[config.mk]
export PLATFORM = sky130hd
export DESIGN_NAME = video_pattern_gen_flat
export DESIGN_NICKNAME = d
export VERILOG_FILES = /design/src/rtl/video_pattern_gen_if.sv /design/src/rtl/video_pattern_gen.sv /design/src/flat_wrapper.sv
export SDC_FILE = /design/constraint.sdc
export NUM_CORES = 1
export LEC_CHECK = 0
export CAP_MARGIN = 30
export CORE_ASPECT_RATIO = 0.75
export CORE_MARGIN = 3
export CORE_UTILIZATION = 55
export CTS_CLUSTER_DIAMETER = 120
export DETAILED_ROUTE_END_ITERATION = 16
export DONT_BUFFER_PORTS = 1
export PLACE_DENSITY = 0.7
export SLEW_MARGIN = 20
export SYNTH_ARGS = -nofsm -noshare
export SYNTH_HDL_FRONTEND = slang
export SYNTH_SLANG_ARGS = --single-unit
[constraint.sdc]
create_clock -name pixel_clk -period 2.4 [get_ports pixel_clk]
set_clock_uncertainty 0.15 [all_clocks]
set_input_delay 0.24 -clock pixel_clk [delete_from_list [all_inputs] [get_ports pixel_clk]]
set_output_delay 0.24 -clock pixel_clk [all_outputs]
set_load 0.03 [all_outputs]
[src/rtl/video_pattern_gen_if.sv]
// video_pattern_gen_if: control inputs and video outputs of the pattern generator.
// The master side is the generator; the slave side is the control/video consumer.
interface video_pattern_gen_if #(
    parameter int DW = 8
);
    logic              enable;
    logic [1:0]        pattern_sel;
    logic [3*DW-1:0]   solid_rgb;
    logic              video_hs;
    logic              video_vs;
    logic              video_de;
    logic [3*DW-1:0]   video_rgb;
    logic [10:0]       pixel_xpos;
    logic [10:0]       pixel_ypos;
    logic              frame_start;
    logic [15:0]       frame_cnt;

    modport master (
        input  enable, pattern_sel, solid_rgb,
        output video_hs, video_vs, video_de, video_rgb,
               pixel_xpos, pixel_ypos, frame_start, frame_cnt
    );

    modport slave (
        output enable, pattern_sel, solid_rgb,
        input  video_hs, video_vs, video_de, video_rgb,
               pixel_xpos, pixel_ypos, frame_start, frame_cnt
    );
endinterface

[src/rtl/video_pattern_gen.sv]
// video_pattern_gen: parametrised video timing plus colorbar/grid/gradient/solid test patterns.
// Build macro VPG_BORDER_EN adds a 1-pixel white border over the active area for every pattern.
module video_pattern_gen #(
    parameter int H_ACTIVE = 1280,
    parameter int H_FP     = 110,
    parameter int H_SYNC   = 40,
    parameter int H_BP     = 220,
    parameter int V_ACTIVE = 720,
    parameter int V_FP     = 5,
    parameter int V_SYNC   = 5,
    parameter int V_BP     = 20,
    parameter int SYNC_POL = 1,
    parameter int DW       = 8,
    parameter int BARS     = 8,
    parameter int GRID     = 16
) (
    input  logic                pixel_clk,
    input  logic                sys_rst_n,
    video_pattern_gen_if.master vif
);
    localparam int CW   = 12;
    localparam int RGBW = 3 * DW;

    localparam logic [CW-1:0] ZERO_C = {CW{1'b0}};
    localparam logic [CW-1:0] ONE_C  = {{(CW-1){1'b0}}, 1'b1};
    localparam logic [CW-1:0] H_ACT  = CW'(H_ACTIVE);
    localparam logic [CW-1:0] V_ACT  = CW'(V_ACTIVE);
    localparam logic [CW-1:0] H_LAST = CW'(H_ACTIVE + H_FP + H_SYNC + H_BP - 1);
    localparam logic [CW-1:0] V_LAST = CW'(V_ACTIVE + V_FP + V_SYNC + V_BP - 1);
    localparam logic [CW-1:0] HS_BEG = CW'(H_ACTIVE + H_FP);
    localparam logic [CW-1:0] HS_END = CW'(H_ACTIVE + H_FP + H_SYNC);
    localparam logic [CW-1:0] VS_BEG = CW'(V_ACTIVE + V_FP);
    localparam logic [CW-1:0] VS_END = CW'(V_ACTIVE + V_FP + V_SYNC);
    localparam logic [10:0]   BAR_W     = 11'(H_ACTIVE / BARS);
    localparam logic [10:0]   BAR_MAX   = 11'(BARS - 1);
    localparam logic [10:0]   GRID_MASK = 11'(GRID - 1);
    localparam logic          SYNC_ON   = (SYNC_POL != 0);
`ifdef VPG_BORDER_EN
    localparam logic [CW-1:0] H_EDGE = CW'(H_ACTIVE - 1);
    localparam logic [CW-1:0] V_EDGE = CW'(V_ACTIVE - 1);
`endif

    // Bar index -> {R,G,B} on/off bits: white, yellow, cyan, green, magenta, red, blue, black.
    function automatic logic [2:0] bar_bits(input logic [2:0] idx);
        logic [2:0] c;
        case (idx)
            3'd0:    c = 3'b111;
            3'd1:    c = 3'b110;
            3'd2:    c = 3'b011;
            3'd3:    c = 3'b010;
            3'd4:    c = 3'b101;
            3'd5:    c = 3'b100;
            3'd6:    c = 3'b001;
            default: c = 3'b000;
        endcase
        return c;
    endfunction

    function automatic logic [RGBW-1:0] pattern_rgb(input logic [1:0]      sel,
                                                     input logic [10:0]     x,
                                                     input logic [10:0]     y,
                                                     input logic [RGBW-1:0] solid);
        logic [10:0]     bar;
        logic [2:0]      c;
        logic [11:0]     sum;
        logic [RGBW-1:0] rgb;
        bar = x / BAR_W;
        sum = {1'b0, x} + {1'b0, y};
        case (sel)
            2'd0: begin
                if (bar > BAR_MAX) begin
                    c = bar_bits(BAR_MAX[2:0]);
                end else begin
                    c = bar_bits(bar[2:0]);
                end
                rgb = {{DW{c[2]}}, {DW{c[1]}}, {DW{c[0]}}};
            end
            2'd1: begin
                c   = 3'b000;
                rgb = (((x & GRID_MASK) == 11'd0) || ((y & GRID_MASK) == 11'd0)) ?
                      {RGBW{1'b1}} : {RGBW{1'b0}};
            end
            2'd2: begin
                c   = 3'b000;
                rgb = {x[DW-1:0], y[DW-1:0], sum[DW-1:0]};
            end
            default: begin
                c   = 3'b000;
                rgb = solid;
            end
        endcase
        return rgb;
    endfunction

    logic [CW-1:0]   h_q, h_d, v_q, v_d;
    logic [1:0]      pat_q, pat_d;
    logic [RGBW-1:0] solid_q, solid_d;
    logic            hs_q, hs_d, vs_q, vs_d, de_q, de_d, fs_q, fs_d;
    logic [RGBW-1:0] rgb_q, rgb_d;
    logic [10:0]     xpos_q, xpos_d, ypos_q, ypos_d;
    logic [15:0]     fcnt_q, fcnt_d;
    logic            boundary_s, active_s;

    // Next state of the timing counters, frame-boundary latches and all video outputs.
    always_comb begin
        h_d        = ZERO_C;
        v_d        = ZERO_C;
        hs_d       = ~SYNC_ON;
        vs_d       = ~SYNC_ON;
        de_d       = 1'b0;
        rgb_d      = {RGBW{1'b0}};
        xpos_d     = 11'd0;
        ypos_d     = 11'd0;
        fs_d       = 1'b0;
        fcnt_d     = fcnt_q;
        boundary_s = (h_q == ZERO_C) && (v_q == ZERO_C);
        active_s   = (h_q < H_ACT) && (v_q < V_ACT);
        // The (0,0) pixel already uses the freshly latched selection, so frames never tear.
        if (boundary_s) begin
            pat_d   = vif.pattern_sel;
            solid_d = vif.solid_rgb;
        end else begin
            pat_d   = pat_q;
            solid_d = solid_q;
        end
        if (vif.enable) begin
            if (h_q == H_LAST) begin
                h_d = ZERO_C;
                if (v_q == V_LAST) begin
                    v_d    = ZERO_C;
                    fcnt_d = fcnt_q + 16'd1;
                end else begin
                    v_d    = v_q + ONE_C;
                    fcnt_d = fcnt_q;
                end
            end else begin
                h_d = h_q + ONE_C;
                v_d = v_q;
            end
            hs_d = ((h_q >= HS_BEG) && (h_q < HS_END)) ? SYNC_ON : ~SYNC_ON;
            vs_d = ((v_q >= VS_BEG) && (v_q < VS_END)) ? SYNC_ON : ~SYNC_ON;
            de_d = active_s;
            fs_d = active_s && boundary_s;
            if (active_s) begin
                xpos_d = h_q[10:0];
                ypos_d = v_q[10:0];
`ifdef VPG_BORDER_EN
                if ((h_q == ZERO_C) || (h_q == H_EDGE) || (v_q == ZERO_C) || (v_q == V_EDGE)) begin
                    rgb_d = {RGBW{1'b1}};
                end else begin
                    rgb_d = pattern_rgb(pat_d, h_q[10:0], v_q[10:0], solid_d);
                end
`else
                rgb_d = pattern_rgb(pat_d, h_q[10:0], v_q[10:0], solid_d);
`endif
            end else begin
                xpos_d = 11'd0;
                ypos_d = 11'd0;
                rgb_d  = {RGBW{1'b0}};
            end
        end else begin
            fcnt_d = fcnt_q;
        end
    end

    // State and output registers; asynchronous reset returns everything to the idle values.
    always_ff @(posedge pixel_clk or negedge sys_rst_n) begin
        if (!sys_rst_n) begin
            h_q     <= ZERO_C;
            v_q     <= ZERO_C;
            pat_q   <= 2'd0;
            solid_q <= {RGBW{1'b0}};
            hs_q    <= ~SYNC_ON;
            vs_q    <= ~SYNC_ON;
            de_q    <= 1'b0;
            rgb_q   <= {RGBW{1'b0}};
            xpos_q  <= 11'd0;
            ypos_q  <= 11'd0;
            fs_q    <= 1'b0;
            fcnt_q  <= 16'd0;
        end else begin
            h_q     <= h_d;
            v_q     <= v_d;
            pat_q   <= pat_d;
            solid_q <= solid_d;
            hs_q    <= hs_d;
            vs_q    <= vs_d;
            de_q    <= de_d;
            rgb_q   <= rgb_d;
            xpos_q  <= xpos_d;
            ypos_q  <= ypos_d;
            fs_q    <= fs_d;
            fcnt_q  <= fcnt_d;
        end
    end

    assign vif.video_hs    = hs_q;
    assign vif.video_vs    = vs_q;
    assign vif.video_de    = de_q;
    assign vif.video_rgb   = rgb_q;
    assign vif.pixel_xpos  = xpos_q;
    assign vif.pixel_ypos  = ypos_q;
    assign vif.frame_start = fs_q;
    assign vif.frame_cnt   = fcnt_q;
endmodule
[src/flat_wrapper.sv]
// flat-port wrapper written by rule: the top's interface ports become plain ports
module video_pattern_gen_flat 
#(
    parameter int H_ACTIVE = 1280,
    parameter int H_FP     = 110,
    parameter int H_SYNC   = 40,
    parameter int H_BP     = 220,
    parameter int V_ACTIVE = 720,
    parameter int V_FP     = 5,
    parameter int V_SYNC   = 5,
    parameter int V_BP     = 20,
    parameter int SYNC_POL = 1,
    parameter int DW       = 8,
    parameter int BARS     = 8,
    parameter int GRID     = 16
)
  (pixel_clk, sys_rst_n, vif_enable, vif_pattern_sel, vif_solid_rgb, vif_video_hs, vif_video_vs, vif_video_de, vif_video_rgb, vif_pixel_xpos, vif_pixel_ypos, vif_frame_start, vif_frame_cnt);
  video_pattern_gen_if #(.DW(DW)) vif_i ();
  input  logic pixel_clk;
  input  logic sys_rst_n;
  input wire logic [$bits(vif_i.enable)-1:0] vif_enable;
  input wire logic [$bits(vif_i.pattern_sel)-1:0] vif_pattern_sel;
  input wire logic [$bits(vif_i.solid_rgb)-1:0] vif_solid_rgb;
  output wire logic [$bits(vif_i.video_hs)-1:0] vif_video_hs;
  output wire logic [$bits(vif_i.video_vs)-1:0] vif_video_vs;
  output wire logic [$bits(vif_i.video_de)-1:0] vif_video_de;
  output wire logic [$bits(vif_i.video_rgb)-1:0] vif_video_rgb;
  output wire logic [$bits(vif_i.pixel_xpos)-1:0] vif_pixel_xpos;
  output wire logic [$bits(vif_i.pixel_ypos)-1:0] vif_pixel_ypos;
  output wire logic [$bits(vif_i.frame_start)-1:0] vif_frame_start;
  output wire logic [$bits(vif_i.frame_cnt)-1:0] vif_frame_cnt;
  assign vif_i.enable = vif_enable;
  assign vif_i.pattern_sel = vif_pattern_sel;
  assign vif_i.solid_rgb = vif_solid_rgb;
  assign vif_video_hs = vif_i.video_hs;
  assign vif_video_vs = vif_i.video_vs;
  assign vif_video_de = vif_i.video_de;
  assign vif_video_rgb = vif_i.video_rgb;
  assign vif_pixel_xpos = vif_i.pixel_xpos;
  assign vif_pixel_ypos = vif_i.pixel_ypos;
  assign vif_frame_start = vif_i.frame_start;
  assign vif_frame_cnt = vif_i.frame_cnt;
  video_pattern_gen #(.H_ACTIVE(H_ACTIVE), .H_FP(H_FP), .H_SYNC(H_SYNC), .H_BP(H_BP), .V_ACTIVE(V_ACTIVE), .V_FP(V_FP), .V_SYNC(V_SYNC), .V_BP(V_BP), .SYNC_POL(SYNC_POL), .DW(DW), .BARS(BARS), .GRID(GRID)) u_core (.pixel_clk(pixel_clk), .sys_rst_n(sys_rst_n), .vif(vif_i));
endmodule
# Word-level counts from Yosys, hierarchy flattened
# Index checks and enable logic that the tools add are counted.
[totals]
reg_bits = 116
latchBits = 0
ram_bits = 0
mem_bits_ro = 0
inputBits = 29
output_inout_bits = 66
wordCells = 71
n_memories = 0
[classes]
addsub = 4
n_mul = 0
div = 1
magnitude_cmp = 7
eq_ne = 11
shift = 0
n_mux = 23
n_bitwise = 0
n_reduce_logical = 13
[op_table]
columns = ["op", "n"]
rows = [
  ["24-bit 2-to-1 mux", 4],
  ["24-bit case mux with 3 select lines", 1],
  ["12-bit 2-to-1 mux", 5],
  ["11-bit 2-to-1 mux", 4],
  ["12-bit by 1-bit adder with 12-bit output (second input constant)", 2],
  ["12-bit logical NOT", 2],
  ["12-bit by 10-bit < comparator with 1-bit output (second input constant)", 2],
  ["12-bit by 11-bit < comparator with 1-bit output (second input constant)", 2],
  ["11-bit logical NOT", 2],
  ["3-bit case mux with 7 select lines", 1],
  ["16-bit by 1-bit adder with 16-bit output (second input constant)", 1],
  ["12-bit by 10-bit equality test with 1-bit output (second input constant)", 1],
  ["12-bit by 11-bit equality test with 1-bit output (second input constant)", 1],
  ["12-bit by 10-bit greater-or-equal comparator with 1-bit output (second input constant)", 1],
  ["12-bit by 11-bit greater-or-equal comparator with 1-bit output (second input constant)", 1],
  ["11-bit by 8-bit divider with 11-bit output (second input constant)", 1],
  ["11-bit by 3-bit > comparator with 1-bit output (second input constant)", 1],
  ["3-bit equality test (second input constant)", 3],
  ["8-bit adder", 1],
  ["3-bit by 2-bit equality test with 1-bit output (second input constant)", 2],
  ["1-bit 2-to-1 mux", 6],
  ["1-bit logical AND", 5],
  ["3-bit by 1-bit equality test with 1-bit output (second input constant)", 1],
  ["3-bit logical NOT", 1],
  ["8 further kinds", 8],
]

# Depth between registers and ports, before layout
# Gate-level depths: netlist of run 1.
[logic_depth]
ltp_word = 7
depth_mapped = 9
mapped_depth_nobuf = 8

# Worst setup path before layout of run 1
# OpenSTA, ideal clock, no wires.
[synth_timing]
kind = "flip-flop to flip-flop"
from = "register u_core.v_q[0]"
to = "register u_core.rgb_q[6], in the netlist u_core.vif.video_rgb[6]"
setup_time_ns = 0.094
arrival_ns = 1.975
required_time_ns = 2.156
setup_slack_ns = 0.181
stages_incl_launch_ff = 9
path_buffers = 0
synth_period_minus_slack_ns = 2.219
path_cell_list = "dfrtp_1 ha_1 fa_1 a21o_1 a21oi_1 o21ai_0 xor2_1 o21ai_0 a221oi_2"
[synth_via]
elab_chain_len = 7
word_cells_on_any_way = 16
classes_between = "add/sub (1); order compare (1); eq/ne (2); mux (6); reduce/logical (6)"
[synth_rtl]
columns = ["element", "line_no", "rtl"]
rows = [
  ["from (decl)", "video_pattern_gen.sv:95", "logic [CW-1:0] h_q, h_d, v_q, v_d;"],
  ["from (signal assigned)", "video_pattern_gen.sv:183", "v_q <= v_d;"],
  ["branches (longest 5 deep; another with 8-bit adder)", "-", ""],
  ["24-bit 2-to-1 mux *", "video_pattern_gen.sv:144", "if (active_s) begin"],
  ["24-bit 2-to-1 mux *", "video_pattern_gen.sv:126", "if (vif.enable) begin"],
  ["net u_core.rgb_d[6]", "video_pattern_gen.sv:99", "logic [RGBW-1:0] rgb_q, rgb_d;"],
  ["to (signal assigned)", "video_pattern_gen.sv:176", "rgb_q <= {RGBW{1'b0}};"],
  ["to (signal assigned)", "video_pattern_gen.sv:189", "rgb_q <= rgb_d;"],
  ["to (decl)", "video_pattern_gen.sv:99", ""],
]
# Mark *: on every way through the listed nets, which the timed path passes.
# A chain may end at the register's enable or synchronous reset.

# Worst setup path after layout of run 1
[layout_timing]
from = "register u_core.h_q[9]"
to = "register u_core.rgb_q[7], in the netlist u_core.vif.video_rgb[7]"
[layout_via]
elab_chain_len = 7
word_cells_on_any_way = 23
classes_between = "div (1); order compare (2); eq/ne (8); mux (7); reduce/logical (5)"
[layout_rtl]
columns = ["element", "line_no", "rtl"]
rows = [
  ["from (decl)", "video_pattern_gen.sv:95", ""],
  ["from (signal assigned)", "video_pattern_gen.sv:169", "h_q <= ZERO_C;"],
  ["from (signal assigned)", "video_pattern_gen.sv:182", "h_q <= h_d;"],
  ["branches (longest 5 deep; another with 11-bit by 8-bit divider with 11-bit output)", "-", ""],
  ["24-bit 2-to-1 mux *", "video_pattern_gen.sv:144", ""],
  ["24-bit 2-to-1 mux *", "video_pattern_gen.sv:126", ""],
  ["net u_core.rgb_d[7]", "video_pattern_gen.sv:99", ""],
]
# Marked as above.

==> out/results.tsv, run 1 <==
metric	value	unit
outcome	finished, violations left	
violations	hold timing	
wl_per_cell	19.74	um
die_w	123.5	um
num_vias	4392	
grt_pass1_wl	23230	um
hold-worst-slack	-0.6262	ns
drt-total-wl	14820	um
startpoint_type	register	
cp.arrival	2.52	ns
diodes	0	
rows	31	
syn2layout_area_growth	28.45	%
ys.flop_type	dfrtp_1	
h-tree-depth	4	
die_h	94.09	um
cts.sinks	116	
first_pass_iters	5	
cp-end-kind	register	
period_share	98.48	%
dp_hpwl	9576	um
antenna_found_initial	0	
hold_violations	116	
first_global_vias	4336	
postSynthCellCount	524	
seq_area	2908	um^2
cts_root_buffer	clkbuf_16	
grt_usage	26.33	%
coreArea	9852	um^2
nets	650	
maxCapViolations	0	
synth_top_area_cell	dfrtp_1	
fillers	692	
synth_edf_count	0	
clk_latency	0.41	ns
crit_family	compound AO/OA/AOI/OAI gates	
power_density	792.8	nW/um^2
avgViaCountPerCell	5.848	
cts_made_buffers	17	
p_leak	0.003428	uW
synth-warning-count	0	
clk_pin_slew	0.05	ns
cp_data_required_time	2.56	ns
netlist_area	5690	um^2
synthMostInstantiatedCell	dfrtp_1	
synth_fp_nets	568	
min_period	2.364	ns
async_reset_ff_share	100.0	%
dpl_worst_slack	-0.1307	ns
placement.io_buffers	0	
dieArea	11620	um^2
slowest_delay	0.48	ns
worst_path_max_delay_cell	dfrtp_1	
synth_cell_type_count	58	
fin_cells	751	
final_max_slew_viol_count	0	
ys_seq_elements	116	
ys_top_cells_by_area	dfrtp_1, mux2i_1, xnor2_1	
dpl.cell_count	681	
startpoint	u_core.h_q[9]$_DFF_PN0_	
fin_ws	0.03638	ns
vdd_drop_max	647.1	uV
cp_max_fo	8	
grt_remaining_overflow	0	
syn_avg_cell_area	10.86	um^2
cp_cell_sequence	and2b_1, and2_1, o31a_1, a2111oi_4, o21bai_4, buf_12, a221oi_2	
drive_gt1_share	23.26	%
detail_route.iter0.violations	416	
yosysTopAreaCellShare	51.01	%
synth_commonest_cells	dfrtp_1, nand2_1, inv_1, nor2_1	
clock.fmax	0.4231	GHz
cp_num_buf_inv	1	
path_class	register to register	
ant_nets	0	
io_pins	95	
grt_max_degree	117	
r2r_start	u_core.h_q[9]$_DFF_PN0_	
setup_violations	0	
hold_class	primary input to async pin	
yosysSeqAreaShare	51.01	%
initial_utilization	57.76	%
drc	0	
clk_path_buf_depth	2	
postCtsHoldBufs	26	
gp_congestion	0.9197	
cts_tree	yes	
multi_input_area	2640	um^2
-- where the power goes --
| group | switching [uW] | internal, uW | total [uW] |
|---|---|---|---|
| clock | 883 | 1870 | 2750 |
| combinational | 362 | 320 | 682 |
| sequential | 236 | 2120 | 2360 |
-- state kept, by name (all words and copies together) (netlist names) --
| register | cells |
|---|---|
| u_core.vif.video_hs | 1 |
| u_core.vif.video_vs | 1 |
| u_core.v_q | 12 |
| u_core.h_q | 12 |
| u_core.vif.video_rgb | 24 |
| u_core.vif.video_de | 1 |
| u_core.vif.frame_cnt | 16 |
| u_core.pat_q | 2 |
| u_core.vif.frame_start | 1 |
| u_core.vif.pixel_ypos | 11 |
| u_core.solid_q | 24 |
| u_core.vif.pixel_xpos | 11 |
-- logic make-up (layout without fill, tap and decap cells) --
| kind of cell | count (synthesis) | count (layout) | synth area share, % |
|---|---|---|---|
| muxes | 27 | 27 | 4.837 |
| xor gates and xnor gates | 32 | 32 | 4.925 |
| and+or+nand+nor | 186 | 186 | 18.16 |
| other | 1 | 1 | 0.06590 |
| buffers and inverters | 60 | 155 | 4.859 |
| AOI/OAI and AO/OA | 87 | 87 | 12.71 |
| DFF | 116 | 116 | 51.01 |
| adders and majority gates | 15 | 15 | 3.430 |
-- metal layers --
metal  vias up  GRT usage (%)  share of wire (%)
met3        19          6.261                7.7
met2       168          38.85                 45
li1       2005              -                  -
met5         -              0                  0
met4         0          8.756                1.5
met1      2200          38.15                 46
-- final timing paths --
kind	cells past startpoint	slack (ns)	endpoint
worst max-delay path	7	0.04	u_core.vif.video_rgb[7]$_DFF_PN0_
worst min-delay path	0	-0.63	u_core.vif.video_rgb[16]$_DFF_PN0_
worst max register to register	7	0.04	u_core.vif.video_rgb[7]$_DFF_PN0_
worst min register to register	2	0.34	u_core.solid_q[15]$_DFF_PN0_
max in group asynchronous	0	2.48	u_core.v_q[1]$_DFFE_PN0P_
min in group pixel_clk	1	0.03	u_core.pat_q[1]$_DFF_PN0_
-- through the flow --
stage               util [%]   TNS, ns  cell area [um^2]  total power (uW)
floorplan                  -         0              5690              2758
global placement       62.05   -0.8813              6113              2886
detailed placement     62.05    -1.552              6113              2913
CTS                    71.62  -0.02390              7056              5715
global route           74.19   -0.3064              7310              5995
finish                 74.19         0              7310              5795
-- placed cells by master, fill, tap and decap left out, drive strengths merged, types with 3 or more instances in the layout --
master,instances
dfrtp,116
or3,3
nand2b,5
and4,7
and2,20
o31a,3
nand3,16
mux2,4
nor3b,6
dlygate4sd3,26
clkbuf,26
a21oi,11
nand4,10
nor3,10
o21bai,4
nor2b,9
o21ai,26
inv,32
bufinv,4
a21o,3
mux2i,23
xnor2,21
a221oi,25
o31ai,5
a2111oi,3
ha,14
buf,63
nand2,45
nor2,31
xor2,11
nor4,5
and3,11
-- layout make-up --
class                      instances  area share [%]
clock inverter                     8           1.986
multi-input combinational        348           36.12
timing repair buffer              91           11.35
clock buffer                      24           6.864
sequential                       116           39.78
tap                              132           2.259
inverter                          32           1.643
-- repair_timing --
action                                 CTS  global route
endpoints found under the hold margin  156           116
cloned                                   0             1
setup endpoints to repair               31            37
gates resized for setup                  9            27
setup buffers                            0            11
pin swaps                                1             8
Power figures use the tool's default switching activity.
==> inputs of run 2 (changes only) <==
--- a/config.mk
+++ b/config.mk
@@ -8,11 +8,10 @@
 export CAP_MARGIN = 30
 export CORE_ASPECT_RATIO = 0.75
 export CORE_MARGIN = 3
-export CORE_UTILIZATION = 55
+export CORE_UTILIZATION = 25
 export CTS_CLUSTER_DIAMETER = 120
 export DETAILED_ROUTE_END_ITERATION = 16
 export DONT_BUFFER_PORTS = 1
-export PLACE_DENSITY = 0.7
 export SLEW_MARGIN = 20
 export SYNTH_ARGS = -nofsm -noshare
 export SYNTH_HDL_FRONTEND = slang
==> run 2 against run 1 <==
The run still ends with hold timing left; utilization decreased by 40 points; design area increased by 2.9%; clock power about the same; first-iteration DRC count decreased by 41%; global-route usage decreased by 13 points; critical path type unchanged; largest cell class unchanged.
==> out/results.tsv, run 2 (synthesis gave the netlist of run 1 again) <==
metric	value	unit	change
p_seq_share	41.2	%	+0.5 points
fin_tns_setup	0	ns	unchanged
p_int	4164	uW	-3.5%
final_max_slew_viol_count	0		unchanged
placement.io_buffers	0		unchanged
clock.fmax	0.4253	GHz	+0.52%
drive_gt1_share	24.16	%	+0.90 points
startpoint_type	register		
r2r_cells	8		+1
antenna_found_initial	0		unchanged
clk_latency	0.42	ns	about the same
rsz0062_at_grt	true		
clockPowerShare	47.5	%	about the same
cp-end-kind	register		
cts.sinks	116		unchanged
r2r_end	u_core.vif.video_rgb[1]$_DFF_PN0_		
p_leak	0.003436	uW	+0.22%
p_comb_share	11.3	%	-0.5 points
postCtsHoldBufs	26		unchanged
diodes	0		unchanged
syn2layout_area_growth	32.17	%	
wl_per_cell	17.89	um	-9.4%
outcome	finished, violations left		
ant_nets	0		unchanged
coreArea	22230	um^2	+130%
grt_max_degree	117		unchanged
nets	657		+1.1%
gp_congestion	0.8655		-5.9%
startpoint	u_core.h_q[7]$_DFF_PN0_		
cp_data_required_time	2.53	ns	-0.03 ns
clk_path_buf_depth	2		unchanged
cp.arrival	2.48	ns	-0.04 ns
tightest_slew	0.5097	ns	
hold_class	primary input to async pin		
drc	0		unchanged
grt_pass1_wl	25310	um	+8.9%
h-tree-depth	4		unchanged
initial_utilization	25.60	%	-32 points
power_density	761.4	nW/um^2	-4.0%
r2r_start	u_core.h_q[7]$_DFF_PN0_		
reg2reg_slack	0.05	ns	about the same
grt_usage	13.33	%	-13 points
max-slew-margin-rel	65.98	%	
io_pins	95		unchanged
path_class	register to register		
crit_path_end	u_core.vif.video_rgb[1]$_DFF_PN0_		
fin_area	7521	um^2	+2.9%
detail_route.iter0.violations	246		-41%
cts_made_buffers	17		unchanged
sw_frac_of_total	27.29	%	+1.7 points
hold-worst-slack	-0.6352	ns	-0.008998 ns
grt_remaining_overflow	0		unchanged
switching_power	1563	uW	+5.5%
num_vias	4346		-1.0%
min_period	2.351	ns	-0.01227 ns
mostFrequentLayoutCell	dfrtp_1		
period_share	97.97	%	-0.51 points
cts_root_buffer	clkbuf_16		
final_cell_mix	dfrtp_1, buf_4, nand2_1		
placed_area	6454	um^2	+5.6%
first_pass_iters	4		-1
first_global_vias	4288		-1.1%
maxCapViolations	0		unchanged
vdd_drop_max	427.1	uV	-34%
cts_tree	yes		
rows	47		+52%
clk_pin_slew	0.06	ns	about the same
avgViaCountPerCell	4.729		-19%
die_h	136.7	um	+45%
setup_violations	0		unchanged
hold_violations	116		unchanged
violations	hold timing		
cp_max_fo	16		+8
dp_hpwl	11600	um	+21%
drt-total-wl	16440	um	+11%
die_w	180.2	um	+46%
dieArea	24630	um^2	+110%
-- run 2: final cells by class --
type	count	area, um^2
inverter	32	120.1
sequential	116	2904
clock buffer	18	429.2
fill	2257	14710
tap	294	367.9
clock inverter	13	197.7
multi-input combinational	349	2653
timing repair buffer	97	849.6
-- run 2: power groups by stage --
stage          registers, uW  clock network [uW]  logic, uW
2_1_floorplan           2360                   0        397
3_3_place_gp            2390                   0        545
3_5_place_dp            2400                   0        554
4_1_cts                 2360                2780        608
5_1_grt                 2380                2880        702
6_report                2360                2720        647
-- run 2: per-layer routing --
metal	up-vias	global-route usage, %	part of all wire (%)
met5	-	0	0
met2	127	18.07	41
met4	0	3.238	0.64
met1	2188	20.19	52
li1	2021	-	-
met3	10	4.410	6.5
-- run 2: worst min path at each step --
stage / startpoint / endpoint / slack [ns] / cells past startpoint
2_1_floorplan: sys_rst_n / u_core.h_q[0]$_DFF_PN0_ / -0.21 / 0
3_3_place_gp: sys_rst_n / u_core.vif.video_rgb[17]$_DFF_PN0_ / -0.20 / 0
3_5_place_dp: sys_rst_n / u_core.vif.video_rgb[16]$_DFF_PN0_ / -0.20 / 0
4_1_cts: sys_rst_n / u_core.vif.video_rgb[16]$_DFF_PN0_ / -0.66 / 0
5_1_grt: sys_rst_n / u_core.vif.video_rgb[16]$_DFF_PN0_ / -0.66 / 0
6_report: sys_rst_n / u_core.vif.video_rgb[16]$_DFF_PN0_ / -0.64 / 0
-- run 2: stage by stage --
step | utilization [%] | worst slack [ns] | hold slack, ns | total power, uW | instances
after floorplan | - | 0.1813 | -0.2056 | 2758 | 524
after global placement | 29.03 | -0.02597 | -0.2011 | 2939 | 858
after detailed placement | 29.03 | -0.09754 | -0.2028 | 2950 | 858
after CTS | 33.16 | 0.02740 | -0.6566 | 5753 | 916
after global routing | 33.83 | -0.03018 | -0.6649 | 5960 | 919
final | 33.83 | 0.04864 | -0.6352 | 5726 | 919
-- run 2: worst max-delay path, cell delays in order, from the launching register on --
cell      delay [ns]
dfrtp_1         0.47
nor4_2          0.31
and4_2          0.31
nand4_1         0.10
buf_4           0.18
buf_8           0.16
mux2_2          0.30
nor2_1          0.16
a221oi_2        0.07
-- run 2: repair_timing --
item,in CTS,in global routing
gates resized for setup,6,31
setup endpoints to repair,16,25
endpoints found under the hold margin,167,116
pin swaps,1,7
buffers inserted,1,2
gates cloned,0,1
==> inputs of run 3 (changes only) <==
--- a/config.mk
+++ b/config.mk
@@ -10,8 +10,10 @@
 export CORE_MARGIN = 3
 export CORE_UTILIZATION = 25
 export CTS_CLUSTER_DIAMETER = 120
+export CTS_CLUSTER_SIZE = 25
 export DETAILED_ROUTE_END_ITERATION = 16
 export DONT_BUFFER_PORTS = 1
+export REMOVE_ABC_BUFFERS = 1
 export SLEW_MARGIN = 20
 export SYNTH_ARGS = -nofsm -noshare
 export SYNTH_HDL_FRONTEND = slang
==> run 3 against run 2 <==
The run still ends with hold timing left; design area shrank 2.1%; non-clock buffer count is 11 lower; sequential share of layout area is 0.87 points higher; highest routed layer unchanged; combinational power fell by 5.4%; critical endpoint is now u_core.vif.video_rgb[7]$_DFF_PN0_; setup slack lost 0.032 ns; first-iteration DRC count increased by 3.7%; routed wire length is 3.9% lower; critical path type unchanged.
==> out/results.tsv, run 3 (synthesis gave the netlist of run 1 again) <==
metric	value	unit	change
outcome	finished, violations left		
violations	hold timing		
io_pins	95		unchanged
multi_input_area	2614	um^2	-1.5%
final_cell_mix	dfrtp_1, buf_4, nand2_1		
h-tree-depth	4		unchanged
avgViaCountPerCell	4.660		-1.5%
clk_pin_slew	0.06	ns	about the same
dieArea	24630	um^2	unchanged
hold-worst-slack	-0.6282	ns	+0.006955 ns
coreArea	22230	um^2	unchanged
first_pass_iters	5		+1
drive_gt1_share	22.02	%	-2.1 points
rows	47		unchanged
postCtsHoldBufs	26		unchanged
seq_area	2907	um^2	about the same
hold_class	primary input to async pin		
worst_path_max_delay_cell	dfrtp_1		
first_global_vias	4217		-1.7%
cts_tree	yes		
cp_num_buf_inv	1		-1
crit_family	compound AO/OA/AOI/OAI gates		
cp_cell_sequence	ha_1, a21oi_2, o21ai_1, a2111oi_1, buf_4, o31a_1, o22ai_1, a221oi_2		
setup_violations	0		unchanged
wl_per_cell	17.42	um	-2.6%
die_h	136.7	um	unchanged
grt_remaining_overflow	0		unchanged
antenna_found_initial	0		unchanged
detail_route.iter0.violations	255		+3.7%
p_leak	0.003347	uW	-2.6%
r2r_cells	8		unchanged
fin_ws	0.01636	ns	-0.03229 ns
dp_hpwl	11220	um	-3.3%
startpoint	u_core.h_q[1]$_DFF_PN0_		
period_share	99.32	%	+1.3 points
syn2layout_area_growth	29.35	%	
grt_usage	12.93	%	-0.40 points
clock.fmax	0.4195	GHz	-1.4%
fillers	2267		+0.44%
clk_path_buf_depth	2		unchanged
drc	0		unchanged
vdd_drop_max	471.8	uV	+10%
busiest_layer	met2		
fin_area	7361	um^2	-2.1%
die_w	180.2	um	unchanged
placed_area	6359	um^2	-1.5%
initial_utilization	25.60	%	unchanged
r2r_end	u_core.vif.video_rgb[7]$_DFF_PN0_		
grt_max_degree	117		unchanged
drt-total-wl	15800	um	-3.9%
final_max_slew_viol_count	0		unchanged
dpl_worst_slack	-0.05883	ns	+0.03872 ns
cp.arrival	2.54	ns	+0.06 ns
maxCapViolations	0		unchanged
gp_congestion	0.8222		-5.0%
cts_root_buffer	clkbuf_16		
hold_violations	116		unchanged
num_vias	4227		-2.7%
cp_data_required_time	2.56	ns	+0.03 ns
diodes	0		unchanged
cp_max_fo	4		-12
power_density	757.4	nW/um^2	-0.52%
clk_latency	0.41	ns	about the same
startpoint_type	register		
nets	645		-1.8%
rsz0062_at_grt	true		
global_route.usage.met1	17.80	%	-2.4 points
ant_nets	0		unchanged
r2r_start	u_core.h_q[1]$_DFF_PN0_		
grtUsageMet3	5.234	%	+0.82 points
path_class	register to register		
cp-end-kind	register		
cts.sinks	116		unchanged
placement.io_buffers	0		unchanged
reg2reg_slack	0.02	ns	-0.03 ns
grt_pass1_wl	24660	um	-2.6%
cts_made_buffers	17		unchanged
min_period	2.384	ns	+0.03229 ns
met2_usage	18.80	%	+0.73 points
mostFrequentLayoutCell	dfrtp_1		
slowest_delay	0.42	ns	-0.05 ns
==> run 3: cell count changes in the layout (fill, tap and decap cells not counted), sizes merged <==
| cell | change |
|---|---|
| clkbuf | +2 |
| mux2 | -1 |
| clkinv | -2 |
| inv | -3 |
| clkinvlp | +4 |
| buf | -11 |
| bufinv | -1 |
==> run 3: cell type report <==
| type | count | share of cell area, % |
|---|---|---|
| Sequential cell | 116 | 39.49 |
| Timing Repair Buffer | 86 | 10.22 |
| Clock inverter | 11 | 2.091 |
| Inverter | 32 | 1.632 |
| Clock buffer | 20 | 6.068 |
| Tap cell | 294 | 4.997 |
| Multi-Input combinational cell | 348 | 35.51 |
==> run 3: how the worst max path moves through the flow <==
stage	to	slack, ns	depth (start not counted)
global route	u_core.vif.video_rgb[7]$_DFF_PN0_	-0.11	8
global placement	u_core.vif.video_rgb[8]$_DFF_PN0_	-0.02	6
finish	u_core.vif.video_rgb[7]$_DFF_PN0_	0.02	8
CTS	u_core.vif.video_rgb[14]$_DFF_PN0_	0.007	7
detailed placement	u_core.vif.video_rgb[7]$_DFF_PN0_	-0.06	8
floorplan	u_core.vif.video_rgb[0]$_DFF_PN0_	-0.98	7
==> run 3: layer usage <==
layer	wire length (um)	up-vias
met4	203	0
met1	7361	2095
met3	1223	16
li1	-	1991
met5	0	-
met2	7013	125
==> run 3: through the flow <==
step,util [%],power (uW),TNS [ns],instances,hold WS [ns]
floorplan,-,2736,-52.94,496,-0.2056
global placement,28.61,2910,-0.03354,847,-0.2026
detailed placement,28.61,2919,-0.1573,847,-0.2021
CTS,32.63,5616,0,905,-0.6486
global route,33.11,5803,-0.2008,907,-0.6500
finish,33.11,5575,0,907,-0.6282
==> run 3: repair_timing <==
action | in CTS | in global routing
endpoints found under the hold margin | 169 | 116
buffers inserted | 1 | 2
gates resized for setup | 7 | 19
pin swaps | 1 | 5
endpoints found under the setup margin | 16 | 27
==> run 3: report_power, final <==
group / internal, uW / switching, uW / total, uW / leakage (uW)
Sequential: 2120 / 236 / 2360 / 0.00152
Combinational: 275 / 337 / 612 / 0.00156
Clock: 1660 / 948 / 2610 / 0.000275
Total: 4050 / 1520 / 5580 / 0.00335
